==> src/rtl/sync_bcd_updown_cnt.sv <==
// sync_bcd_updown_cnt
//   Synchronous BCD up/down counter with a programmable terminal count.
//   It also has a parallel load, a count enable, a terminal-count flag and
//   one 7-segment decoder per digit.
//   All state changes on the falling edge of CLK. RESETN is sampled on that
//   same edge.
//   Optional build macro: LEAD_BLANK_EN. When it is defined, leading zeros
//   are blanked on the display. Q and TC are the same in both builds.
module sync_bcd_updown_cnt #(
  parameter int DIGITS  = 2,
  parameter int MAX_VAL = 59
) (
  input  logic                  CLK,
  input  logic                  RESETN,
  input  logic                  EN,
  input  logic                  UP,
  input  logic                  LOAD,
  input  logic [4*DIGITS-1:0]   LOAD_VAL,
  output logic [4*DIGITS-1:0]   Q,
  output logic [7*DIGITS-1:0]   SEG,
  output logic                  TC
);

  localparam int W = 4 * DIGITS;

  // Convert a decimal integer to packed BCD.
  // This is evaluated at elaboration to get the terminal count.
  function automatic logic [W-1:0] to_bcd(input int value);
    logic [W-1:0] r;
    int           v;
    r = '0;
    v = value;
    for (int i = 0; i < DIGITS; i++) begin
      r[4*i +: 4] = 4'(v % 10);
      v = v / 10;
    end
    return r;
  endfunction

  localparam logic [W-1:0] MAX_BCD = to_bcd(MAX_VAL);

  // True when every nibble holds a legal decimal digit.
  function automatic logic all_digits_valid(input logic [W-1:0] v);
    logic ok;
    ok = 1'b1;
    for (int i = 0; i < DIGITS; i++) begin
      if (v[4*i +: 4] > 4'd9) ok = 1'b0;
    end
    return ok;
  endfunction

  // BCD increment: a 9 rolls to 0 and the carry ripples upward.
  function automatic logic [W-1:0] bcd_inc(input logic [W-1:0] v);
    logic [W-1:0] r;
    logic         carry;
    r     = v;
    carry = 1'b1;
    for (int i = 0; i < DIGITS; i++) begin
      if (carry) begin
        if (v[4*i +: 4] == 4'd9) begin
          r[4*i +: 4] = 4'd0;
        end else begin
          r[4*i +: 4] = v[4*i +: 4] + 4'd1;
          carry       = 1'b0;
        end
      end
    end
    return r;
  endfunction

  // BCD decrement: a 0 becomes 9 and the borrow ripples upward.
  function automatic logic [W-1:0] bcd_dec(input logic [W-1:0] v);
    logic [W-1:0] r;
    logic         borrow;
    r      = v;
    borrow = 1'b1;
    for (int i = 0; i < DIGITS; i++) begin
      if (borrow) begin
        if (v[4*i +: 4] == 4'd0) begin
          r[4*i +: 4] = 4'd9;
        end else begin
          r[4*i +: 4] = v[4*i +: 4] - 4'd1;
          borrow      = 1'b0;
        end
      end
    end
    return r;
  endfunction

  // Active-high 7-segment code, bit 6 = a ... bit 0 = g.
  function automatic logic [6:0] seg_decode(input logic [3:0] d);
    logic [6:0] s;
    case (d)
      4'd0:    s = 7'b1111110;
      4'd1:    s = 7'b0110000;
      4'd2:    s = 7'b1101101;
      4'd3:    s = 7'b1111001;
      4'd4:    s = 7'b0110011;
      4'd5:    s = 7'b1011011;
      4'd6:    s = 7'b1011111;
      4'd7:    s = 7'b1110000;
      4'd8:    s = 7'b1111111;
      4'd9:    s = 7'b1111011;
      default: s = 7'b0000000;
    endcase
    return s;
  endfunction

  logic [W-1:0] q_q;
  logic [W-1:0] q_d;
  logic         at_max;
  logic         at_zero;
  logic         load_ok;

  assign at_max  = (q_q == MAX_BCD);
  assign at_zero = (q_q == '0);
  // When all digits are legal, BCD ordering matches unsigned ordering.
  // That lets the range check use a plain vector compare.
  assign load_ok = all_digits_valid(LOAD_VAL) && (LOAD_VAL <= MAX_BCD);

  // Next count. The priority is reset, then load, then step, then hold.
  always_comb begin
    q_d = q_q;
    if (!RESETN) begin
      q_d = '0;
    end else if (LOAD) begin
      q_d = load_ok ? LOAD_VAL : '0;
    end else if (EN) begin
      if (UP) begin
        q_d = at_max ? '0 : bcd_inc(q_q);
      end else begin
        q_d = at_zero ? MAX_BCD : bcd_dec(q_q);
      end
    end
  end

  // Count register, updated on the falling edge.
  always_ff @(negedge CLK) begin
    q_q <= q_d;
  end

  assign Q  = q_q;
  assign TC = RESETN & EN & ~LOAD & (UP ? at_max : at_zero);

  // One decoder per digit. The display is blanked while reset is held.
  for (genvar g = 0; g < DIGITS; g++) begin : g_digit
    logic [6:0] seg_raw;
    logic       blank;

    assign seg_raw = seg_decode(q_q[4*g +: 4]);

`ifdef LEAD_BLANK_EN
    if (g == 0) begin : g_lsd
      assign blank = 1'b0;
    end else begin : g_upper
      assign blank = (q_q[W-1:4*g] == '0);
    end
`else
    assign blank = 1'b0;
`endif

    assign SEG[7*g +: 7] = (!RESETN || blank) ? 7'b0000000 : seg_raw;
  end

endmodule

==> config.mk <==
export PLATFORM = sky130hd
export DESIGN_NAME = sync_bcd_updown_cnt
export DESIGN_NICKNAME = d
export VERILOG_FILES = /design/src/rtl/sync_bcd_updown_cnt.sv
export SDC_FILE = /design/constraint.sdc
export NUM_CORES = 1
export LEC_CHECK = 0
export ABC_AREA = 1
export CORE_AREA = 2 2 69 78
export CTS_CLUSTER_DIAMETER = 150
export DETAILED_ROUTE_END_ITERATION = 12
export DIE_AREA = 0 0 71 80
export PLACE_DENSITY_LB_ADDON = 0.2
export SLEW_MARGIN = 5
export SYNTH_ARGS = -nofsm -noshare
export SYNTH_HDL_FRONTEND = slang
export SYNTH_SLANG_ARGS = --single-unit
==> constraint.sdc <==
create_clock -name CLK -period 3.4 [get_ports CLK]
set_clock_uncertainty 0.2 [all_clocks]
set_input_delay 0.51 -clock CLK [delete_from_list [all_inputs] [get_ports CLK]]
set_output_delay 0.51 -clock CLK [all_outputs]
set_load 0.05 [all_outputs]
==> run metrics, run 1 <==
outcome=finished, violations left; failing checks=setup timing; FILL cells=between 300 and 400; Initial DRT Pass Iterations=4; CP Launch Type=register; Slowest cell on crit path=dfxtp_4; P&R area growth vs syn=97.9%; Leak=approximately 0.002 uW; max_slew headroom=0.756; crit path max fanout=3; First DRT Iteration DRCs=about 130; placed instance area=~3000 um^2; Cell variety after synth=28; IO Count=36; PwrDens=around 360 nW/um^2; Avg Inst Size Synth=roughly 6.6 um^2; Die ar.=about 5700 um^2; # rows=27; Synth Instances=290; Synth Cell Area=between 1500 and 2000 um^2; CTS tree=done; Critical Path Sink Type=output port; post-route cell area=approximately 3800 um^2; placed instance count=429; Max Cap Violations=0; CTS Root Cell=clkbuf_8; Worst Path Arrival=about 3.3 ns; CP Class=register to output port; Overflow after GRT=0; antenna violations before repair=0; vias in the first global route=2204; endpoints failing hold=0; Crit path max-delay family=simple AND/OR/NAND/NOR gates; Routed Antenna Nets=0; H-tree levels=1; Die Y=roughly 80 um; DRC violation count after routing=0; Via density=~4.7; share of layout cells above drive strength 1=0.532; n_diodes=0; worst skew pair latency=between 0.3 and 0.4 ns; overall routing resource usage=0.198; Worst Tran Pin Value=0.365 ns; initial core utilization=0.390; Avg WL per Cell=12.8 um; clock buffer depth=2; # setup viols final=17; CP Cell Sequence=inv_4, ha_4, nand4_1, nand2_1, nand4_1, a21oi_4, buf_12; Max Slew Vio Count=0; critical path required time=between 2 and 3 ns; Worst-path clk slew=~0.03 ns; TNS Setup=-3.71 ns; largest net degree at the start of global routing=21; via count=2300; Yosys warnings=0; clk sink count=22; Worst Hold Class=register to register; post-synthesis sequential area ratio=0.231; RePlAce Congestion=0.816; Largest stage delay, worst path=about 0.35 ns; Critical path buffers and inverters=2; RSZ-0062 raised after global routing=true; Die W=around 70 um; Max VDD drop=~250 uV; Setup WS pre-CTS=-0.984 ns; HPWL after DPL=between 3000 and 4000 um; Synth Net Count=around 320; final WL=between 6000 and 7000 um; Final Total Pwr=1370 uW; final worst slack=-0.614 ns; Seq cells post-synth=22; first-pass GRT wire length=just over 9000 um; CORE AREA=4900 um^2; Non-Filler Instances=a little under 500; CTS buffer count=3; Top cell by count, worst path=nand4_1; final net count=~460; PortBufs=35
==> layout make-up <==
| class | count | area (um^2) | area share |
|---|---|---|---|
| clock buffers | 3 | 41.3 | 0.0109 |
| clock inverters | 22 | 82.6 | 0.0219 |
| inverters | 53 | 225 | 0.0596 |
| multi-input cells | 208 | 1550 | 0.411 |
| flip-flops and latches | 22 | 463 | 0.123 |
| well taps | 58 | 72.6 | 0.0192 |
| repair buffers | 119 | 1340 | 0.355 |
==> cells in the final DEF (no fill, tap or decap), types with 3 or more instances in the layout <==
master	Yosys	final
nand2_1	98	86
a21oi_4	1	3
nand3_1	26	16
ha_4	0	12
clkbuf_2	0	5
inv_4	0	6
nor2_1	10	6
dfxtp_1	22	14
clkbuf_8	0	3
nor2_2	3	3
nand3b_1	4	4
inv_1	46	53
dlymetal6s2s_1	0	3
o21ai_0	5	4
nand3_4	3	5
nor2_4	3	7
buf_4	2	49
dfxtp_2	0	3
ha_1	15	3
buf_8	0	3
nand2_4	8	9
dfxtp_4	0	5
buf_12	0	23
inv_2	7	13
nand3_2	6	14
a21oi_2	3	3
nand2_2	9	19
buf_6	2	36
nand4_1	5	5
==> metal layers <==
metal,track usage,vias to the layer above,part of all wire
met4,0.0679,0,0.020
met5,0,-,0
li1,-,1173,-
met1,0.223,1052,0.40
met2,0.372,63,0.55
met3,0.0341,12,0.029
==> final timing paths <==
check                           start               endpoint  depth (start not counted)  slack, ns
worst max-delay path             Q[4]                     TC                          7      -0.61
worst min register to register   Q[7]                   Q[7]                          4       0.58
worst min-delay path             Q[7]                   Q[7]                          4       0.58
worst max register to register   Q[4]  g_digit[1].seg_raw[1]                         27       0.09
==> where the power goes <==
group | switching, uW | leakage (uW) | internal (uW)
logic | 408 | 0.00167 | 379
registers | 19.4 | 0.000188 | 301
clock network | 149 | 0.000139 | 113
total | 577 | 0.00200 | 793
==> cells by family (layout without fill, tap and decap cells) <==
group                    Yosys count  after routing  share of synthesized area
AND/OR/NAND/NOR                  175            175                      0.476
adder cells (fa/ha/maj)           15             15                     0.0984
AO/OA/AOI/OAI                     17             17                     0.0597
buffers and inverters             60            197                      0.130
XOR/XNOR                           1              1                    0.00459
flip-flops                        22             22                      0.231
==> synthesized netlist by cell type <==
library cell	number	share of area
a32oi_1	1	0.0046
clkinv_2	1	0.0026
nand3_1	26	0.068
nand3b_1	4	0.016
clkbuf_1	1	0.0020
nor2_2	3	0.0098
dfxtp_1	22	0.23
a21oi_4	1	0.0085
nand2_4	8	0.047
xor2_1	1	0.0046
o21ai_0	5	0.013
nand2_2	9	0.030
nand3_2	6	0.031
buf_6	2	0.012
inv_1	46	0.090
inv_2	7	0.014
nand2_1	98	0.19
nand4_1	5	0.016
a21oi_1	3	0.0079
buf_1	1	0.0020
a21oi_2	3	0.014
o211ai_1	1	0.0039
nand3_4	3	0.028
ha_1	15	0.098
nor2_1	10	0.020
buf_4	2	0.0079
o21ai_1	3	0.0079
nor2_4	3	0.018
==> stage by stage <==
stage                     utilization  hold slack (ns)
after floorplan                     -            0.463
after global placement          0.626            0.566
after detailed placement        0.626            0.582
after CTS                       0.725            0.585
after global routing            0.771            0.611
final                           0.771            0.585
==> flip-flops by register name, summed over array words and instances (netlist names) <==
register,count
Q,8
g_digit.seg_raw,14
==> tightest hold or removal path: cells and delay by family (launching register included) <==
| kind | cells | cell delay [ns] |
|---|---|---|
| buffers and inverters | 2 | 0.22 |
| flip-flops | 1 | 0.36 |
| AND/OR/NAND/NOR | 2 | 0.18 |
==> what timing repair did <==
item                       CTS  global route
setup endpoints to repair   26            33
hold buffers                 0             0
pin swaps                   25            46
buffers inserted            39             8
gates resized for setup     57            81
Power figures use the tool's default switching activity.
==> inputs of run 2 (changes only) <==
--- a/config.mk
+++ b/config.mk
@@ -11,6 +11,7 @@
 export DETAILED_ROUTE_END_ITERATION = 12
 export DIE_AREA = 0 0 71 80
 export PLACE_DENSITY_LB_ADDON = 0.2
+export REMOVE_ABC_BUFFERS = 1
 export SLEW_MARGIN = 5
 export SYNTH_ARGS = -nofsm -noshare
 export SYNTH_HDL_FRONTEND = slang
==> constraint.sdc (replaced) <==
create_clock -name CLK -period 3.4 [get_ports CLK]
set_clock_uncertainty 0.2 [all_clocks]
set_input_delay 0.68 -clock CLK [delete_from_list [all_inputs] [get_ports CLK]]
set_output_delay 0.68 -clock CLK [all_outputs]
set_load 0.05 [all_outputs]
==> run metrics, run 2 (synthesis gave the netlist of run 1 again) <==
antenna violations before repair=0; CTS Root Cell=clkbuf_8; Max Slew Vio Count=0; CP Class=register to output port; crit path max fanout=2; Top cell by count, worst path=nand4_1; vias in the first global route=between 2000 and 2500; PwrDens=between 300 and 400 nW/um^2; CTS buffer count=3; Worst R2R Setup Slack=around 1.2 ns; Worst Tran Pin Value=about 0.3 ns; commonest non-fill, non-tap cells in the layout=nand2_1, buf_4, inv_1; critical path required time=~2.5 ns; Register-to-Register Path Depth=16; Final Total Pwr=1340 uW; clk sink count=22; worst hold endpoint=Q[7]; via count=2338; final worst slack=-0.727 ns; Min Hold Slack=0.446 ns; share of layout cells above drive strength 1=0.573; IO Count=36; endpoints failing hold=0; CTS tree=done; n_diodes=0; Initial DRT Pass Iterations=4; worst flop-to-flop path startpoint=Q[0]; Worst Hold Class=register to register; RSZ-0062 raised after global routing=true; Critical Path Sink Type=output port; Avg WL per Cell=between 10 and 15 um; Overflow after GRT=0; largest net degree at the start of global routing=21; placed instance count=around 430; DRC violation count after routing=0; Non-Filler Instances=just under 500; H-tree levels=1; outcome=finished, violations left; initial core utilization=0.390; hold_sp=Q[7]; CP Launch Type=register; Die ar.=about 5700 um^2; Max Cap Violations=0; Routed Antenna Nets=0; CORE AREA=4900 um^2; final net count=~460; Via density=between 4 and 5; fin util=0.755; Largest stage delay, worst path=roughly 0.32 ns; clock buffer depth=2; Worst Path Arrival=roughly 3.3 ns; hold_buf cts=0; FILL cells=between 300 and 400; PortBufs=35; Max VDD drop=~270 uV; Die Y=80 um; max_slew headroom=0.801; first-pass GRT wire length=around 10000 um; final WL=between 6000 and 7000 um; Hold Crit Depth=3; # setup viols final=40; Leak=0.00193 uW; Die W=71 um; Slowest cell on crit path=dfxtp_2; worst skew pair latency=approximately 0.34 ns; First DRT Iteration DRCs=96; # rows=27; leading cell type in the layout, fill and taps excluded=nand2_1; Worst-path clk slew=~0.040 ns; failing checks=setup timing; overall routing resource usage=0.217; P&R area growth vs syn=93.7%; RePlAce Congestion=roughly 0.81; CP Cell Sequence=nor2_1, nand4_1, nand2_1, nand4_1, a21oi_2, buf_12; max reg flops=14; HPWL after DPL=3750 um; Reg2Reg Capture Point=g_digit[0].seg_raw[6]
[run 2: what timing repair did]
item | CTS | global route
endpoints found under the setup margin | 45 | 44
buffers inserted | 30 | 13
gates resized for setup | 159 | 32
endpoints found under the hold margin | 0 | 0
pin swaps | 39 | 24
[run 2: final cells by class]
| type | count | area (um^2) | share of cell area |
|---|---|---|---|
| clock buffers | 3 | 41.3 | 0.0112 |
| clock inverters | 22 | 82.6 | 0.0223 |
| inverters | 53 | 215 | 0.0582 |
| multi-input cells | 208 | 1540 | 0.415 |
| flip-flops and latches | 22 | 462 | 0.125 |
| well taps | 58 | 72.6 | 0.0196 |
| repair buffers | 118 | 1290 | 0.348 |
[run 2: routing by layer]
layer,global-route usage,routed length [um],vias to the layer above
li1,-,-,1167
met1,0.220,2440,1103
met2,0.412,3440,52
met3,0.0467,187,16
met4,0.115,128,0
met5,0,0,-
[run 2: how the worst max path moves through the flow]
| stage | slack [ns] | start | end | depth (start not counted) |
|---|---|---|---|---|
| detailed placement | -1.18 | LOAD_VAL[6] | g_digit[1].seg_raw[3] | 12 |
| CTS | -0.71 | Q[5] | TC | 7 |
| finish | -0.73 | Q[7] | TC | 6 |
| global route | -0.81 | Q[5] | TC | 7 |
| global placement | -1.12 | LOAD_VAL[2] | g_digit[1].seg_raw[3] | 12 |
| floorplan | -1.19 | Q[4] | TC | 5 |
[run 2: through the flow]
| step | TNS (ns) | area (um^2) | setup WS [ns] |
|---|---|---|---|
| global route | -9.77 | 3700 | -0.814 |
| floorplan | -7.71 | 1860 | -1.19 |
| detailed placement | -21.66 | 2910 | -1.18 |
| global placement | -21.01 | 2910 | -1.12 |
| CTS | -7.11 | 3620 | -0.714 |
| finish | -7.61 | 3700 | -0.727 |
[run 2: critical path: cells and delay by family, from the launching register on]
family / cells / cell delay, ns
buffers and inverters: 1 / 0.15
AND/OR/NAND/NOR: 4 / 0.54
flip-flops: 1 / 0.32
AO/OA/AOI/OAI: 1 / 0.18
[run 2: power breakdown]
group          switching, uW  leakage [uW]  internal, uW
Sequential              18.1      0.000186           303
Combinational            402       0.00161           348
Clock                    154      0.000139           113
==> inputs of run 3 (changes only) <==
==> constraint.sdc (replaced) <==
create_clock -name CLK -period 4.7 [get_ports CLK]
set_clock_uncertainty 0.2 [all_clocks]
set_input_delay 0.94 -clock CLK [delete_from_list [all_inputs] [get_ports CLK]]
set_output_delay 0.94 -clock CLK [all_outputs]
set_load 0.05 [all_outputs]
==> run metrics, run 3 (synthesis gave the netlist of run 1 again) <==
CTS tree=done; worst flop-to-flop path startpoint=Q[6]; outcome=finished, violations left; final worst slack=-0.417 ns; largest net degree at the start of global routing=21; Max Cap Violations=0; crit path max fanout=2; # setup viols final=5; Max VDD drop=around 160 uV; Critical Path Sink Type=output port; max reg flops=14; Routed Antenna Nets=0; Worst Hold Class=register to register; Setup WS pre-CTS=-0.780 ns; hold_buf cts=0; Hold Crit Depth=3; Avg WL per Cell=approximately 14 um; Min Hold Slack=between 0.5 and 0.6 ns; clock buffer depth=2; RePlAce Congestion=slightly above 0.8; Final Total Pwr=a little under 1000 uW; # rows=27; First DRT Iteration DRCs=146; Reg2Reg Capture Point=g_digit[1].seg_raw[0]; HPWL after DPL=roughly 3700 um; final net count=approximately 470; leading cell type in the layout, fill and taps excluded=nand2_1; worst hold endpoint=Q[7]; failing checks=setup timing; Initial DRT Pass Iterations=4; Overflow after GRT=0; Worst-path clk slew=around 0.03 ns; first-pass GRT wire length=around 11000 um; CTS buffer count=3; Non-Filler Instances=around 490; share of layout cells above drive strength 1=0.499; H-tree levels=1; Leak=between 0.002 and 0.0025 uW; Die W=a little over 70 um; max_slew headroom=0.770; PwrDens=about 270 nW/um^2; clk sink count=22; Max Slew Vio Count=0; RSZ-0062 raised after global routing=true; antenna violations before repair=0; Via density=4.89; IO Count=36; endpoints failing hold=0; worst skew pair latency=between 0.3 and 0.4 ns; P&R area growth vs syn=90.3%; Die Y=~80 um; Setup crit start=Q[6]; Worst R2R Setup Slack=around 0.060 ns; CTS Root Cell=clkbuf_8; final WL=6860 um; PortBufs=35; critical path required time=between 3 and 4 ns; Die ar.=5680 um^2; vias in the first global route=roughly 2500; Worst Tran Pin Value=roughly 0.34 ns; Register-to-Register Path Depth=35; overall routing resource usage=0.227; DRC violation count after routing=0; Worst Path Arrival=between 3 and 4 ns; CORE AREA=~4900 um^2; initial core utilization=0.390; hold_sp=Q[7]; CP Class=register to output port; placed instance count=427; commonest non-fill, non-tap cells in the layout=nand2_1, buf_4, inv_1; via count=approximately 2400; FILL cells=between 300 and 400; n_diodes=0; CP Launch Type=register
## run 3: final cells by class
type | instances | area [um^2] | share of cell area
Clock buffer | 3 | 41.3 | 0.0114
Multi-Input combinational cell | 208 | 1440 | 0.398
Timing Repair Buffer | 127 | 1330 | 0.365
Tap cell | 58 | 72.6 | 0.0200
Sequential cell | 22 | 443 | 0.122
Inverter | 53 | 223 | 0.0613
Clock inverter | 22 | 82.6 | 0.0227
## run 3: what timing repair did
action | 4_1_cts | 5_1_grt
setup buffers | 46 | 11
gates resized for setup | 61 | 74
setup endpoints to repair | 17 | 16
gates cloned | 0 | 0
pin swaps | 25 | 33
## run 3: worst max-delay path by stage
| stage | end | slack [ns] |
|---|---|---|
| after CTS | TC | -0.35 |
| after detailed placement | g_digit[1].seg_raw[6] | -0.78 |
| after floorplan | TC | -0.80 |
| final | TC | -0.42 |
| after global placement | g_digit[0].seg_raw[5] | -0.73 |
| after global routing | TC | -0.46 |
## run 3: critical path, stage by stage (launching register included)
cell,delay [ns]
dfxtp_1,0.30
nor2_1,0.22
nand4_1,0.18
nand2_1,0.11
nand4_1,0.13
a21oi_2,0.19
buf_12,0.16
## run 3: report_power, final
group / total, uW / internal (uW) / switching [uW] / leakage [uW]
Sequential: 229 / 217 / 11.2 / 0.000184
Combinational: 575 / 275 / 301 / 0.00168
Clock: 190 / 81.9 / 108 / 0.000139
## run 3: per-layer routing
| metal | routed length, um | track usage | vias up |
|---|---|---|---|
| met2 | 3610 | 0.426 | 77 |
| li1 | - | - | 1182 |
| met3 | 258 | 0.0366 | 37 |
| met4 | 399 | 0.111 | 0 |
| met5 | 0 | 0 | - |
| met1 | 2590 | 0.243 | 1116 |
## run 3: stage by stage
step	setup TNS (ns)	util	cell area, um^2
final	-0.613	0.741	3630
after detailed placement	-12.58	0.590	2890
after global placement	-11.96	0.590	2890
after floorplan	-1.86	-	1860
after global routing	-1.28	0.741	3630
after CTS	-0.616	0.693	3400
